--- src/rtl/ex_pkg.sv ---
// Shared encodings for the execute-stage ALU: op classes, funct3 codes, FSM states.
package ex_pkg;

   typedef enum logic [2:0] {
      OP_LDST   = 3'd0,
      OP_BRANCH = 3'd1,
      OP_RTYPE  = 3'd2,
      OP_ITYPE  = 3'd3,
      OP_LUI    = 3'd4,
      OP_AUIPC  = 3'd5,
      OP_JAL    = 3'd6,
      OP_JALR   = 3'd7
   } alu_op_e;

   typedef enum logic {
      ST_IDLE  = 1'b0,
      ST_SHIFT = 1'b1
   } state_e;

   localparam logic [2:0] F3_BEQ  = 3'd0;
   localparam logic [2:0] F3_BNE  = 3'd1;
   localparam logic [2:0] F3_BLT  = 3'd4;
   localparam logic [2:0] F3_BGE  = 3'd5;
   localparam logic [2:0] F3_BLTU = 3'd6;
   localparam logic [2:0] F3_BGEU = 3'd7;

   localparam logic [2:0] F3_ADD  = 3'd0;
   localparam logic [2:0] F3_SLL  = 3'd1;
   localparam logic [2:0] F3_SLT  = 3'd2;
   localparam logic [2:0] F3_SLTU = 3'd3;
   localparam logic [2:0] F3_XOR  = 3'd4;
   localparam logic [2:0] F3_SR   = 3'd5;
   localparam logic [2:0] F3_OR   = 3'd6;
   localparam logic [2:0] F3_AND  = 3'd7;

endpackage

--- src/rtl/ex_shifter.sv ---
// Barrel or iterative shifter; done/result are combinational so the final step
// lands in the caller's output register on the same edge it completes.
module ex_shifter #(
   parameter  int XLEN       = 32,
   parameter  int SHIFT_STEP = 1,
   localparam int SHAMT_W    = $clog2(XLEN)
) (
   input  logic               clk,
   input  logic               rst_n,
   input  logic               start,
   input  logic               dir,
   input  logic               arith,
   input  logic [XLEN-1:0]    value,
   input  logic [SHAMT_W-1:0] shamt,
   output logic               done,
   output logic [XLEN-1:0]    result
);

   // dir=1 shifts left; arith only matters for right shifts
   function automatic logic [XLEN-1:0] shift_by(input logic [XLEN-1:0] v,
                                                input logic [SHAMT_W-1:0] n,
                                                input logic left, input logic ar);
      if (left)    return v << n;
      else if (ar) return $signed(v) >>> n;
      else         return v >> n;
   endfunction

   generate
      if (SHIFT_STEP >= XLEN) begin : g_single
         logic unused_ok;
         assign unused_ok = &{1'b0, clk, rst_n};
         assign done      = start;
         assign result    = shift_by(value, shamt, dir, arith);
      end else begin : g_iter
         localparam logic [SHAMT_W-1:0] STEP = SHAMT_W'(SHIFT_STEP);
         logic               busy, dir_q, arith_q;
         logic [SHAMT_W-1:0] rem, step;
         logic [XLEN-1:0]    val, stepped;

         assign step    = (rem > STEP) ? STEP : rem;
         assign stepped = shift_by(val, step, dir_q, arith_q);
         assign done    = (start && shamt == '0) || (busy && rem <= STEP);
         assign result  = busy ? stepped : value;

         always_ff @(posedge clk or negedge rst_n) begin
            if (!rst_n) begin
               busy    <= 1'b0;
               dir_q   <= 1'b0;
               arith_q <= 1'b0;
               rem     <= '0;
               val     <= '0;
            end else if (start && shamt != '0) begin
               busy    <= 1'b1;
               dir_q   <= dir;
               arith_q <= arith;
               rem     <= shamt;
               val     <= value;
            end else if (busy) begin
               val <= stepped;
               rem <= rem - step;
               if (rem <= STEP) busy <= 1'b0;
            end
         end
      end
   endgenerate

endmodule

--- src/rtl/ex_alu_unit.sv ---
// Execute-stage ALU with branch resolution, iterative shifts and post-redirect
// squashing of wrong-path ops until the op tagged with the target PC arrives.
module ex_alu_unit
   import ex_pkg::*;
#(
   parameter  int XLEN       = 32,
   parameter  int SHIFT_STEP = 1,
   parameter  int IMM_SHIFT  = 1,
   localparam int SHAMT_W    = $clog2(XLEN)
) (
   input  logic            i_clk,
   input  logic            i_reset,
   input  logic            i_valid,
   output logic            o_ready,
   input  logic [2:0]      i_ALUop,
   input  logic [2:0]      i_func3,
   input  logic            i_func7,
   input  logic [XLEN-1:0] i_A,
   input  logic [XLEN-1:0] i_B,
   input  logic [XLEN-1:0] i_Imm_SignExt,
   input  logic [XLEN-1:0] i_NPC,
   output logic            o_valid,
   input  logic            i_ready,
   output logic [XLEN-1:0] o_ALUOutput,
   output logic            o_branch,
   output logic [XLEN-1:0] o_target,
   output logic            o_redirect,
   output logic            o_busy
);

   alu_op_e            op;
   state_e             state;
   logic               squash, accept, drop, is_shift, taken;
   logic               sh_start, sh_done;
   logic [SHAMT_W-1:0] shamt;
   logic [XLEN-1:0]    sq_tgt, opb, jalr_sum, tgt, tgt_out, alu_res, sh_result;

   assign op       = alu_op_e'(i_ALUop);
   assign o_ready  = (state == ST_IDLE) && (!o_valid || i_ready);
   assign o_busy   = (state != ST_IDLE) || squash;
   assign accept   = i_valid && o_ready;
   // wrong-path ops are swallowed without disturbing the handshake
   assign drop     = squash && (i_NPC != sq_tgt);
   assign opb      = (op == OP_RTYPE) ? i_B : i_Imm_SignExt;
   assign shamt    = opb[SHAMT_W-1:0];
   assign is_shift = (op == OP_RTYPE || op == OP_ITYPE) &&
                     (i_func3 == F3_SLL || i_func3 == F3_SR);
   assign sh_start = accept && !drop && is_shift;
   assign jalr_sum = i_A + i_Imm_SignExt;
   assign tgt      = (op == OP_JALR) ? {jalr_sum[XLEN-1:1], 1'b0}
                                     : i_NPC + (i_Imm_SignExt << IMM_SHIFT);
   assign tgt_out  = (op == OP_BRANCH || op == OP_AUIPC || op == OP_JAL || op == OP_JALR)
                     ? tgt : '0;

   ex_shifter #(.XLEN(XLEN), .SHIFT_STEP(SHIFT_STEP)) u_shifter (
      .clk(i_clk), .rst_n(i_reset), .start(sh_start),
      .dir(i_func3 == F3_SLL), .arith(i_func3 == F3_SR && i_func7),
      .value(i_A), .shamt(shamt), .done(sh_done), .result(sh_result)
   );

   always_comb begin
      taken = 1'b0;
      case (op)
         OP_BRANCH: begin
            case (i_func3)
               F3_BEQ:  taken = (i_A == i_B);
               F3_BNE:  taken = (i_A != i_B);
               F3_BLT:  taken = ($signed(i_A) <  $signed(i_B));
               F3_BGE:  taken = ($signed(i_A) >= $signed(i_B));
               F3_BLTU: taken = (i_A <  i_B);
               F3_BGEU: taken = (i_A >= i_B);
               default: taken = 1'b0;
            endcase
         end
         OP_JAL, OP_JALR: taken = 1'b1;
         default: taken = 1'b0;
      endcase
   end

   always_comb begin
      alu_res = tgt;
      case (op)
         OP_LDST: alu_res = i_A + i_Imm_SignExt;
         OP_RTYPE, OP_ITYPE: begin
            case (i_func3)
               F3_ADD:  alu_res = (op == OP_RTYPE && i_func7) ? i_A - opb : i_A + opb;
               F3_SLT:  alu_res = XLEN'($signed(i_A) < $signed(opb));
               F3_SLTU: alu_res = XLEN'(i_A < opb);
               F3_XOR:  alu_res = i_A ^ opb;
               F3_OR:   alu_res = i_A | opb;
               F3_AND:  alu_res = i_A & opb;
               default: alu_res = sh_result;
            endcase
         end
         OP_LUI:  alu_res = i_Imm_SignExt;
         default: alu_res = tgt;
      endcase
   end

   always_ff @(posedge i_clk or negedge i_reset) begin
      if (!i_reset) begin
         state       <= ST_IDLE;
         squash      <= 1'b0;
         sq_tgt      <= '0;
         o_valid     <= 1'b0;
         o_ALUOutput <= '0;
         o_branch    <= 1'b0;
         o_target    <= '0;
         o_redirect  <= 1'b0;
      end else begin
         o_redirect <= 1'b0;
         if (o_valid && i_ready) o_valid <= 1'b0;
         case (state)
            ST_IDLE: begin
               if (accept && !drop) begin
                  squash <= 1'b0;
                  if (is_shift && !sh_done) begin
                     state <= ST_SHIFT;
                  end else begin
                     o_valid     <= 1'b1;
                     o_ALUOutput <= alu_res;
                     o_branch    <= taken;
                     o_target    <= tgt_out;
                     // a taken transfer re-arms squashing toward its own target
                     if (taken) begin
                        o_redirect <= 1'b1;
                        squash     <= 1'b1;
                        sq_tgt     <= tgt;
                     end
                  end
               end
            end
            ST_SHIFT: begin
               if (sh_done) begin
                  o_valid     <= 1'b1;
                  o_ALUOutput <= sh_result;
                  o_branch    <= 1'b0;
                  o_target    <= '0;
                  state       <= ST_IDLE;
               end
            end
            default: state <= ST_IDLE;
         endcase
      end
   end

endmodule
--- config.mk ---
export PLATFORM = sky130hd
export DESIGN_NAME = ex_alu_unit
export DESIGN_NICKNAME = d
export VERILOG_FILES = /design/src/rtl/ex_pkg.sv /design/src/rtl/ex_shifter.sv /design/src/rtl/ex_alu_unit.sv
export SDC_FILE = /design/constraint.sdc
export NUM_CORES = 1
export LEC_CHECK = 0
export BUFFER_PORTS_ARGS = -buffer_cell sky130_fd_sc_hd__buf_2
export CAP_MARGIN = 20
export CORE_MARGIN = 8
export CORE_UTILIZATION = 50
export CTS_CLUSTER_DIAMETER = 100
export CTS_CLUSTER_SIZE = 40
export DETAILED_ROUTE_END_ITERATION = 7
export PLACE_DENSITY = 0.73
export RECOVER_POWER = 100
export SYNTH_ARGS = -nofsm -noshare
export SYNTH_HDL_FRONTEND = slang
export SYNTH_SLANG_ARGS = --single-unit
--- constraint.sdc ---
create_clock -name i_clk -period 7.2 [get_ports i_clk]
set_input_delay 0.72 -clock i_clk [delete_from_list [all_inputs] [get_ports i_clk]]
set_output_delay 0.72 -clock i_clk [all_outputs]
set_load 0.01 [all_outputs]
[After elaboration in Yosys (flattened, before gate mapping)]
Cells that the tools add are included.
Word-level totals
  register bits after elaboration: 141
  input port bits: 139
  output and inout port bits: 69
  logic and storage cells: 132
Operators by class
  add/subtract/negate cells: 5
  magnitude comparators: 8
  equality and inequality tests: 20
  shifts and indexed selects: 3
  mux-type cells: 44
  bitwise gates (word level): 5
  reduce and logical (&&, ||, !) cells: 34
Operator list (number)
  32-bit two-way mux: 15
  32-bit case mux with 6 select lines: 1
  32-bit less-than comparator: 4
  32-bit case mux with 2 select lines: 2
  32-bit adder: 3
  32-bit case mux with 3 select lines: 1
  32-bit greater-or-equal comparator: 2
  32-bit inequality test: 2
  32-bit AND: 1
  32-bit equality test: 1
  32-bit OR: 1
  32-bit by 5-bit left shift with 32-bit output: 1
  32-bit by 5-bit right shift with 32-bit output: 1
  32-bit by 5-bit >>> shifter with 32-bit output: 1
  32-bit subtractor: 1
  32-bit XOR: 1
  3-bit equality test, second input constant: 8
  1-bit two-way mux: 17
  5-bit two-way mux: 3
  1-bit logical AND: 13
  3-bit by 2-bit equality test with 1-bit output, second input constant: 4
  1-bit logical OR: 8
  1-bit case mux with 2 select lines: 4
  3-bit by 1-bit equality test with 1-bit output, second input constant: 2
  other kinds (16): 22

[Depth between registers and ports, before layout]
  depth after elaboration: 13
  depth in mapped cells: 20
  gate-level depth less buffers: 15

[Modules after synthesis]
Synthesis repeated with hierarchy kept, for this count alone.
Second synthesis, totals
  cell total of the unflattened synthesis: 2386
  area, all modules: 18267.5 µm²
By module, submodules not included
  ex_alu_unit: instances 1, cells an instance 2050, area each 15208.3 µm², sequential area each 2527.4 µm²
  ex_shifter: instances 1, cells an instance 336, area each 3059.2 µm², sequential area each 1001.0 µm²

[Least setup slack after synthesis]
OpenSTA, ideal clock, no wires.
  path kind: input -> register
  start: in i_ALUop[2]
  end: reg o_ALUOutput[17]
  library setup time: 0.132 ns
  data arrival time: 4.368 ns
  data required time: 7.068 ns
  slack: 2.700 ns
  stages on the path: 19
  buffers on the path: 5
  cell sequence: buf_6 -> or3b_1 -> buf_4 -> buf_6 -> clkbuf_1 -> nand2_1 -> o21ai_0 -> inv_1 -> ha_1 -> clkbuf_1 -> or3_1 -> or2_2 -> a2111oi_2 -> o21bai_1 -> a2111oi_0 -> o31ai_1 -> and3_1 -> o21ai_0 -> a21oi_1
Between the ends
  word-level cells in the longest chain between the ends: 10
  elaborated cells between the ends (all ways): 31
  classes of those cells: 2 x add/sub; 6 x eq/ne; 8 x mux; 3 x bitwise; 12 x reduce/logical
Ends and longest elaborated chain
  start, declared: line ex_alu_unit.sv:15  | input logic [2:0] i_ALUop,
  branches (longest 10 deep; another with 32-bit adder)
  end signal, assigned: line ex_alu_unit.sv:121  | o_ALUOutput <= alu_res;
  end signal, assigned: line ex_alu_unit.sv:136  | o_ALUOutput <= sh_result;
  end, declared: line ex_alu_unit.sv:24  | output logic [XLEN-1:0] o_ALUOutput,
Several ways; the timed one is not identified. The select of a mux whose other input is x is not followed.
A chain may end at the register's enable or synchronous reset.

[Worst setup path in the final report]
  start: in i_ALUop[2]
  end: reg o_ALUOutput[23]
The elaborated chain is that of the path after synthesis.

==> impl_metrics.py <==
metrics = {
    "global_routing": {
        "grt_pass1_wl_microns": 116800,
        "grt_pass1_vias": 19100,
        "grt_max_degree": 80,
        "grt_util_all_layers_pct": 36.54,
        "antenna_found_initial": 1,
        "grt.overflow.total": 0,
    },
    "floorplan": {
        "start_util_pct": 50.72,
        "dieArea_sq_um": 42320,
        "ios": 208,
        "fp-row-count": 69,
        "fp.dieW_microns": 205.7,
        "core_sq_um": 35480,
        "fp.dieH_microns": 205.7,
    },
    "routing": {
        "vias_per_cell": 6.573,
        "ant_nets": 0,
        "initialDrtViolationCount": 1983,
        "drc": 0,
        "drt_first_pass_iters": 8,
        "wl_per_cell_microns": 26.16,
        "wirelength_microns": 79690,
        "num_vias": 20020,
    },
    "power": {
        "internal-power_mw": 2.778,
        "power_mw": 5.374,
        "p_clk_share_pct": 19.0,
        "power_frac_seq_pct": 27.8,
        "pwr-share-comb_pct": 53.2,
        "power_switching_mw": 2.596,
        "peakVddDrop_uv": 245.9,
        "p_sw_share_pct": 48.31,
        "leakage_nw": 9.173,
        "power_density_nw_per_um2": 270.2,
    },
    "status": {
        "violations": "capacitance limit, slew limit",
        "status": "finished with violations",
    },
    "sta": {
        "maxSlewViolCount": 200,
        "relSlewSlack_pct": -214.5,
        "tns_ns": 0,
        "worst_slew_pin_slew_ns": 4.717,
        "setup_viol": 0,
        "max_freq_mhz": 166.0,
        "min_period_ns": 6.023,
        "rsz0062_at_grt": "no",
        "final_hold_viol_count": 0,
        "skew_ns": 0.01095,
        "finalCritPeriodShare_pct": 83.65,
    },
    "yosys": {
        "synth_ff_type": "dfrtp_1",
        "syn_nets": 2782,
        "syn_area_sq_um": 18000,
        "synth_commonest_cells": "320 x a21oi_1, 262 x nand2_1, 198 x nor2_1",
        "async_flop_share_pct": 100.0,
        "synth_cell_types": 86,
        "seq_area_frac_synth_pct": 19.60,
        "avgSynthCellArea_sq_um": 7.331,
        "ys_warn_count": 0,
        "synth_top_cells_by_area": "dfrtp_1 20%, ha_1 13%, a21oi_1 8.9%",
        "synth_largest_area_cell": "dfrtp_1",
        "synth-seq-cells": 141,
        "synth_edf_count": 0,
        "netlist_instances": 2455,
        "yosysMostFrequentCell": "a21oi_1",
        "synth_top_area_share_pct": 19.60,
    },
    "placement": {
        "dp_hpwl_microns": 61990,
        "port_buffers": 207,
        "place_congestion": 1.059,
    },
    "clock_network": {
        "cts_buffers": 17,
        "clk_latency_ns": 0.47,
        "ctsResizeCount": 0,
        "cts_tree": "built",
        "h-tree-depth": 4,
        "cts.sinks": 141,
        "post_cts_buffers": 0,
        "clock_path_buffers": 2,
        "clk_pin_slew_worst_paths_ns": 0.07,
        "clock-root-buffer": "clkbuf_16",
        "holdBufCountCts": 0,
    },
    "hold_path": {
        "hold_class": "reg2reg",
    },
    "layout": {
        "areaGrowthSynthToFinish_pct": 10.51,
        "nets": 2897,
        "drive_gt1_share_pct": 10.14,
        "multi_input_area_sq_um": 13330,
        "fill_cells": 3476,
        "ff_latch_area_sq_um": 3528,
    },
    "worst_setup_path": {
        "critPathMaxFanout": 40,
        "cp-end-kind": "register",
        "required_ns": 7.59,
        "arrival_ns": 6.42,
        "critPathKind": "in2reg",
        "critPathLaunchType": "input port",
    },
    "job": {
        "maxCapViolations": 4,
    },
}
power by group through the flow:
stage	Sequential [mW]	Clock, mW	Combinational (mW)
finish	1.50	1.02	2.86
global placement	1.47	0	2.80
CTS	1.47	1.03	2.86
global route	1.53	1.06	3.10
detailed placement	1.48	0	2.84
floorplan	1.47	0	1.76
path summary, 6_finish.rpt:
kind | from | to | slack [ns] | cells after the start
hold / removal | o_target[5] | o_target[5] | 0.48 | 2
setup reg to reg | sq_tgt[2] | o_ALUOutput[6] | 2.60 | 11
min in group asynchronous | i_reset | u_shifter.g_iter.val[20] | 1.95 | 1
setup / recovery | i_ALUop[2] | o_ALUOutput[23] | 1.18 | 13
max in group asynchronous | i_reset | sq_tgt[1] | 1.74 | 2
hold reg to reg | o_target[5] | o_target[5] | 0.48 | 2
per-layer routing:
| metal | share of wire [%] | track usage (%) |
|---|---|---|
| met4 | 8.1 | 25.10 |
| met3 | 8.5 | 6.943 |
| met5 | 0.019 | 0 |
| met1 | 39 | 44.24 |
| met2 | 45 | 58.17 |
critical path: stages:
cell and delay, ns:
buf_2 0.28, or3b_1 1.07, mux2i_1 1.05, inv_1 0.16, ha_1 0.37, a21oi_1 0.28
a2111oi_0 0.22, o21a_1 0.29, nor4_1 0.88, o31a_1 0.34, a21oi_1 0.13, or4b_1 0.52
nand3_1 0.09
registers in the layout, summed over array words and instances, names as in the netlist, 5 cells and up:
name / flops
o_ALUOutput: 32
sq_tgt: 32
u_shifter.g_iter.val: 32
o_target: 32
u_shifter.g_iter.rem: 5
layout make-up:
class / count / area share [%]
tap: 461 / 2.900
clock buffer: 17 / 2.139
multi-input combinational: 2013 / 66.99
sequential: 141 / 17.74
inverter: 157 / 2.963
clock inverter: 15 / 1.044
antenna: 2 / 0.02516
timing repair buffer: 240 / 6.196
through the flow:
stage               worst slack, ns  hold slack (ns)  std cells  area (sq um)  utilization [%]
floorplan                     2.700           0.4244       2455         18000                -
global placement              1.826           0.4578       3011         19360            54.56
detailed placement            1.642           0.4658       3011         19360            54.56
CTS                           2.136           0.3450       3043         19990            56.35
global route                 0.8293           0.5144       3044         19890            56.04
finish                        1.177           0.4828       3046         19890            56.06
cell usage in the layout, fill, tap and decap left out, types with 18 or more instances in the layout:
cell type,count
dfrtp_1,141
nor3_1,35
or3_1,19
xor2_1,72
nor2_1,197
ha_1,185
o21ai_0,189
nor2b_1,18
inv_1,156
a31oi_1,31
nand2_1,262
a211oi_1,61
mux2i_1,65
clkbuf_1,71
nand3_1,44
a22o_1,26
a21oi_1,319
nor4_1,20
a21o_1,45
xnor2_1,46
nand4_1,28
buf_4,27
mux2_2,29
nand2b_1,24
buf_2,138
o211ai_1,40
logic make-up (layout without fill, tap and decap cells):
group / Yosys count / count (layout) / synth area share, %
AOI/OAI and AO/OA: 897 / 897 / 31.20
xor gates and xnor gates: 118 / 118 / 5.742
adders and majority gates: 188 / 188 / 13.19
buffers and inverters: 301 / 429 / 6.437
DFF: 141 / 141 / 19.60
muxes: 95 / 95 / 5.561
other: 0 / 2 / 0
and+or+nand+nor: 715 / 715 / 18.26
No activity file was read; power rests on OpenSTA's default activity.
